File: src/rtl/pipeline_pkg.sv
// Shared types and constants for the instruction-fetch front end.
package pipeline_pkg;

  localparam int unsigned INST_BYTES = 4;
  localparam logic [31:0] NOP_INST   = 32'h0;

  typedef struct packed {
    logic [31:0] pc;
    logic [31:0] inst;
    logic        err;
  } fetch_entry_t;

endpackage

File: src/rtl/fetch_fifo.sv
// Show-ahead queue of fetched instructions; flush wins over push/pop.
module fetch_fifo
  import pipeline_pkg::*;
#(
  parameter int DEPTH = 4
) (
  input  logic                     clk,
  input  logic                     rst,
  input  logic                     push,
  input  logic                     pop,
  input  logic                     flush,
  input  fetch_entry_t             wr_entry,
  output fetch_entry_t             head,
  output logic                     full,
  output logic                     empty,
  output logic [$clog2(DEPTH):0]   count
);

  localparam int AW = $clog2(DEPTH);
  localparam int CW = AW + 1;

  fetch_entry_t    mem [DEPTH];
  logic [AW-1:0]   rd_ptr;
  logic [AW-1:0]   wr_ptr;
  logic            do_push;
  logic            do_pop;

  assign empty   = (count == '0);
  assign full    = (count == CW'(DEPTH));
  assign do_pop  = pop && !empty;
  // a pop frees the slot, so push into a full queue is fine when it pops too
  assign do_push = push && (!full || do_pop);

  always_ff @(posedge clk) begin
    if (rst || flush) begin
      rd_ptr <= '0;
      wr_ptr <= '0;
      count  <= '0;
    end else begin
      if (do_push) wr_ptr <= wr_ptr + AW'(1);
      if (do_pop)  rd_ptr <= rd_ptr + AW'(1);
      count <= count + CW'(do_push) - CW'(do_pop);
    end
  end

  always_ff @(posedge clk) begin
    if (!rst && !flush && do_push) mem[wr_ptr] <= wr_entry;
  end

  // empty queue presents zeros rather than stale storage
  assign head = empty ? '{pc: 32'h0, inst: NOP_INST, err: 1'b0} : mem[rd_ptr];

endmodule

File: src/rtl/fetch_queue.sv
// Fetch front end: owns the fetch PC, issues credit-limited word requests,
// queues responses for decode and discards stale responses after a redirect.
module fetch_queue
  import pipeline_pkg::*;
#(
  parameter logic [31:0] START_ADDR = 32'h1000,
  parameter int          DEPTH      = 4
) (
  input  logic        clk,
  input  logic        rst,
  output logic        req_valid,
  input  logic        req_ready,
  output logic [31:0] req_addr,
  input  logic        resp_valid,
  input  logic [31:0] resp_data,
  input  logic        resp_err,
  input  logic        redirect_valid,
  input  logic [31:0] redirect_pc,
  output logic        inst_valid,
  input  logic        inst_ready,
  output logic [31:0] inst,
  output logic [31:0] inst_pc,
  output logic        inst_err,
  output logic        fetch_err
);

  localparam int CW = $clog2(DEPTH) + 1;

  logic [31:0]   fetch_pc;
  logic [31:0]   ret_pc;
  logic [CW-1:0] outstanding;
  logic [CW-1:0] drop_cnt;
  logic [CW-1:0] count;
  logic [CW:0]   credit_used;
  logic          stopped;
  logic          full;
  logic          empty;
  logic          req_fire;
  logic          push;
  logic          pop;
  logic          misaligned;
  fetch_entry_t  wr_entry;
  fetch_entry_t  head;

  // queued entries plus in-flight requests may never exceed the queue size
  assign credit_used = {1'b0, count} + {1'b0, outstanding};
  assign req_valid   = !rst && !redirect_valid && !stopped && (credit_used < (CW+1)'(DEPTH));
  assign req_addr    = fetch_pc;
  assign req_fire    = req_valid && req_ready;

  assign misaligned  = (redirect_pc[1:0] != 2'b00);
  assign push        = resp_valid && (drop_cnt == '0) && !redirect_valid;
  assign pop         = inst_valid && inst_ready && !redirect_valid;
  assign wr_entry    = '{pc: ret_pc, inst: resp_data, err: resp_err};

  fetch_fifo #(.DEPTH(DEPTH)) u_fifo (
    .clk      (clk),
    .rst      (rst),
    .push     (push),
    .pop      (pop),
    .flush    (redirect_valid),
    .wr_entry (wr_entry),
    .head     (head),
    .full     (full),
    .empty    (empty),
    .count    (count)
  );

  assign inst_valid = !empty;
  assign inst       = head.inst;
  assign inst_pc    = head.pc;
  assign inst_err   = head.err;

  always_ff @(posedge clk) begin
    if (rst) begin
      fetch_pc    <= START_ADDR;
      ret_pc      <= START_ADDR;
      outstanding <= '0;
      drop_cnt    <= '0;
      stopped     <= 1'b0;
      fetch_err   <= 1'b0;
    end else begin
      outstanding <= outstanding + CW'(req_fire) - CW'(resp_valid);
      if (redirect_valid) begin
        fetch_pc <= redirect_pc;
        ret_pc   <= redirect_pc;
        // everything still in flight after this cycle belongs to the old path
        drop_cnt <= outstanding - CW'(resp_valid);
        stopped  <= misaligned;
        if (misaligned) fetch_err <= 1'b1;
      end else begin
        if (req_fire) fetch_pc <= fetch_pc + 32'(INST_BYTES);
        if (resp_valid) begin
          if (drop_cnt != '0) begin
            drop_cnt <= drop_cnt - CW'(1);
          end else begin
            ret_pc <= ret_pc + 32'(INST_BYTES);
            if (resp_err) begin
              stopped   <= 1'b1;
              fetch_err <= 1'b1;
            end
          end
        end
      end
    end
  end

  // the credit rule makes an enqueue into a full, non-draining queue impossible
  always_ff @(posedge clk) begin
    if (!rst) a_no_overflow: assert (!(push && full && !pop));
  end

endmodule

File: config.mk
export PLATFORM = sky130hd
export DESIGN_NAME = fetch_queue
export DESIGN_NICKNAME = d
export VERILOG_FILES = /design/src/rtl/pipeline_pkg.sv /design/src/rtl/fetch_fifo.sv /design/src/rtl/fetch_queue.sv
export SDC_FILE = /design/constraint.sdc
export NUM_CORES = 1
export LEC_CHECK = 0
export CAP_MARGIN = 20
export CORE_ASPECT_RATIO = 1.75
export CORE_MARGIN = 3
export CORE_UTILIZATION = 40
export CTS_BUF_LIST = sky130_fd_sc_hd__clkbuf_4 sky130_fd_sc_hd__clkbuf_8
export CTS_CLUSTER_DIAMETER = 60
export DETAILED_ROUTE_END_ITERATION = 7
export PLACE_DENSITY = 0.62
export SLEW_MARGIN = 20
export SYNTH_ARGS = -nofsm -noshare
export SYNTH_HDL_FRONTEND = slang
export SYNTH_SLANG_ARGS = --single-unit
File: constraint.sdc
create_clock -name clk -period 3.9 [get_ports clk]
set_input_delay 0.975 -clock clk [delete_from_list [all_inputs] [get_ports clk]]
set_output_delay 0.975 -clock clk [all_outputs]
set_load 0.02 [all_outputs]
==> impl_metrics.ini <==
[layout]
finalNetCount = 1224
multi_input_area_um2 = 4400
final_common_cell = edfxtp_1
final_cell_mix = 260 x edfxtp_1, 168 x clkdlybuf4s50_1, 79 x dfxtp_1
area_growth_pct = 23.83
num-fill-cells = 3052
drive_above_1_share = 0.1685
layout.area.seq_um2 = 9434

[min_path]
worstHoldPathCells = 2
hp-class = reg2reg
hold_path.startpoint = fetch_err

[timing]
final-setup-viol-count = 0
totalNegativeSetupSlack_ns = 0
maxSlewViolCount = 0
hold_viol = 0
period_share = 0.9533
rsz0062_at_grt = no
max_freq_mhz = 269.0
slew_headroom = 0.4990
layout_setup_ws_ns = 0.1822
layout_min_cycle_time_ns = 3.718
fin_worst_skew_ns = 0.01737
worst_pin_slew_ns = 0.7488

[yosys]
yosys_most_used_dff = edfxtp_1
synth.avg_cell_area_um2 = 15.08
synth.largest_area_cell = edfxtp_1
yosysTopAreaCellShare = 0.5521
yosysWarnings = 0
yosys-top-cells-area = edfxtp_1 55%, dfxtp_1 11%, mux4_2 10%
yosysSeqAreaShare = 0.6667
async_flop_share = 0
synth_cell_types = 54
synthesis.nets = 1027
ys_ff_latch = 341
syn_area_um2 = 14140
synth_edf_count = 260
synthCells = 938

[clocking]
clockBufferDepth = 3
clockRootBuffer = clkbuf_8
post_cts_buffers = 0
cts_tree = built
cts_htree_levels = 2
cts_sinks = 341
cts_buffers = 49
clk_pin_slew_ns = 0.07
clk_latency_ns = 0.58

[power_and_ir_drop]
p_sw_mw = 1.781
p_sw_frac = 0.2347
irDropWorstVdd_v = 0.0002511
pwr-share-clk = 0.376
power-per-cell-area_nw_per_um2 = 433.3
p_comb_frac = 0.083
seq_power_share = 0.541
p_int_mw = 5.808
p_leak_nw = 5.683

[critical_path]
path_buf_inv = 2
start_kind = flop
arrival_ns = 2.74
cpPeakStageDelay_ns = 0.58
path_cells = buf_12 -> mux4_2 -> and2_1 -> clkdlybuf4s50_1
critPathCaptureType = primary output
critPathRequiredTime_ns = 2.92
cp_max_fo = 25
path_class = reg2out
crit_family = buffers and inverters
crit_path_top_delay_cell = mux4_2
rr_worst_depth = 9
path_depth = 4
r2r-start = u_fifo.count[0]

[floorplanning]
core_um2 = 34680
die_height_um = 254.7
start_util = 0.4078
die_width_um = 148.1
die_area_um2 = 37740
num_io_pins = 171
rows = 90

[global_route]
antenna_found_initial = 1
grt_max_degree = 68
grtUsageTotal = 0.1688
grt_pass1_vias = 8993
grt_pass1_wl_um = 49690
gr-total-overflow = 0

[route]
wire_per_inst_um = 19.42
drc = 0
viasPerCell = 5.168
drtAntennaViolNets = 0
routed_wl_um = 31780
via_count = 8455
drt_iter0_drc = 394
dr.pass1.iters = 4

[outcome]
status = finished clean

[job]
maxCapViolations = 0

[placed_design]
place.port_buffers = 170
hpwl_um = 20760
dp_slack_ns = 0.4948
place.gp.congestion = 0.8628
synthesized netlist by cell type, types with 3 or more instances:
library cell    n
edfxtp_1      260
dfxtp_1        81
and2_1         76
mux4_2         65
nand2_1        56
nor2_1         48
a21oi_1        33
xnor2_1        33
clkbuf_1       30
inv_1          29
nand3_1        24
nand4_1        17
ha_1           16
o21ai_0        16
a211oi_1       15
xor2_1         15
nor3_1         13
a21boi_0       12
buf_2           9
nor4_1          9
and3_1          7
o21bai_1        6
or3_1           6
a31oi_1         5
o311ai_0        5
and4_1          4
buf_1           4
mux2_2          4
o211ai_1        4
a32oi_1         3
buf_4           3
cells by family after synthesis:
kind of cell	share of synthesized area
AO/OA/AOI/OAI	0.04928
XOR/XNOR	0.02973
adder cells (fa/ha/maj)	0.01699
buffers and inverters	0.02318
flip-flops	0.6667
multiplexers	0.1081
AND/OR/NAND/NOR	0.1060
tightest hold or removal path, stage by stage, from the launching register on:
cell and delay [ns]:
dfxtp_1 0.33, nor2_1 0.05, nor2_1 0.07
through the flow:
stage               instances    util  total power, mW  area, um^2  hold slack (ns)
floorplan                 938       -            4.504       14140           0.4600
global placement         1544  0.4762            4.808       16520           0.4630
detailed placement       1544  0.4762            4.820       16520           0.4676
CTS                      1635  0.5048            7.695       17510           0.4880
global route             1636  0.5049            7.909       17510           0.5119
finish                   1636  0.5049            7.589       17510           0.4875
registers in the layout (all words and copies together), names as in the netlist, 2 cells and up, named ones only:
signal	flops
u_fifo.mem	260
req_addr	32
ret_pc	32
drop_cnt	3
outstanding	3
u_fifo.count	3
u_fifo.rd_ptr	2
u_fifo.wr_ptr	2
cell type report:
type / count / share of cell area
diodes: 1 / 0.0001429
repair buffers: 193 / 0.1137
well taps: 460 / 0.03286
inverters: 31 / 0.006787
clock buffers: 66 / 0.04615
flip-flops and latches: 341 / 0.5387
clock inverters: 25 / 0.01036
multi-input cells: 519 / 0.2513
repair_timing:
| item | in CTS | in global routing |
|---|---|---|
| resized for setup | 0 | 1 |
| hold buffers | 0 | 0 |
| endpoints found under the setup margin | 0 | 56 |
final timing paths:
path / slack (ns) / end
max: 0.18 / inst_pc[12]
min: 0.49 / fetch_err
max reg2reg: 1.27 / u_fifo.count[2]
min reg2reg: 0.49 / fetch_err
power by group through the flow:
stage	combinational [mW]	sequential [mW]	clock, mW
2_1_floorplan	0.326	4.18	0
3_3_place_gp	0.627	4.18	0
3_5_place_dp	0.634	4.19	0
4_1_cts	0.637	4.11	2.95
5_1_grt	0.687	4.12	3.10
6_report	0.626	4.11	2.85
routing by layer:
metal	global-route usage	vias to the layer above	wire length, um
met5	0	-	0
met4	0.05971	0	821
met3	0.02827	49	1423
met2	0.3129	232	17090
met1	0.1965	4220	12440
li1	-	3954	-
Note: power is estimated with default switching activity, not from simulation.
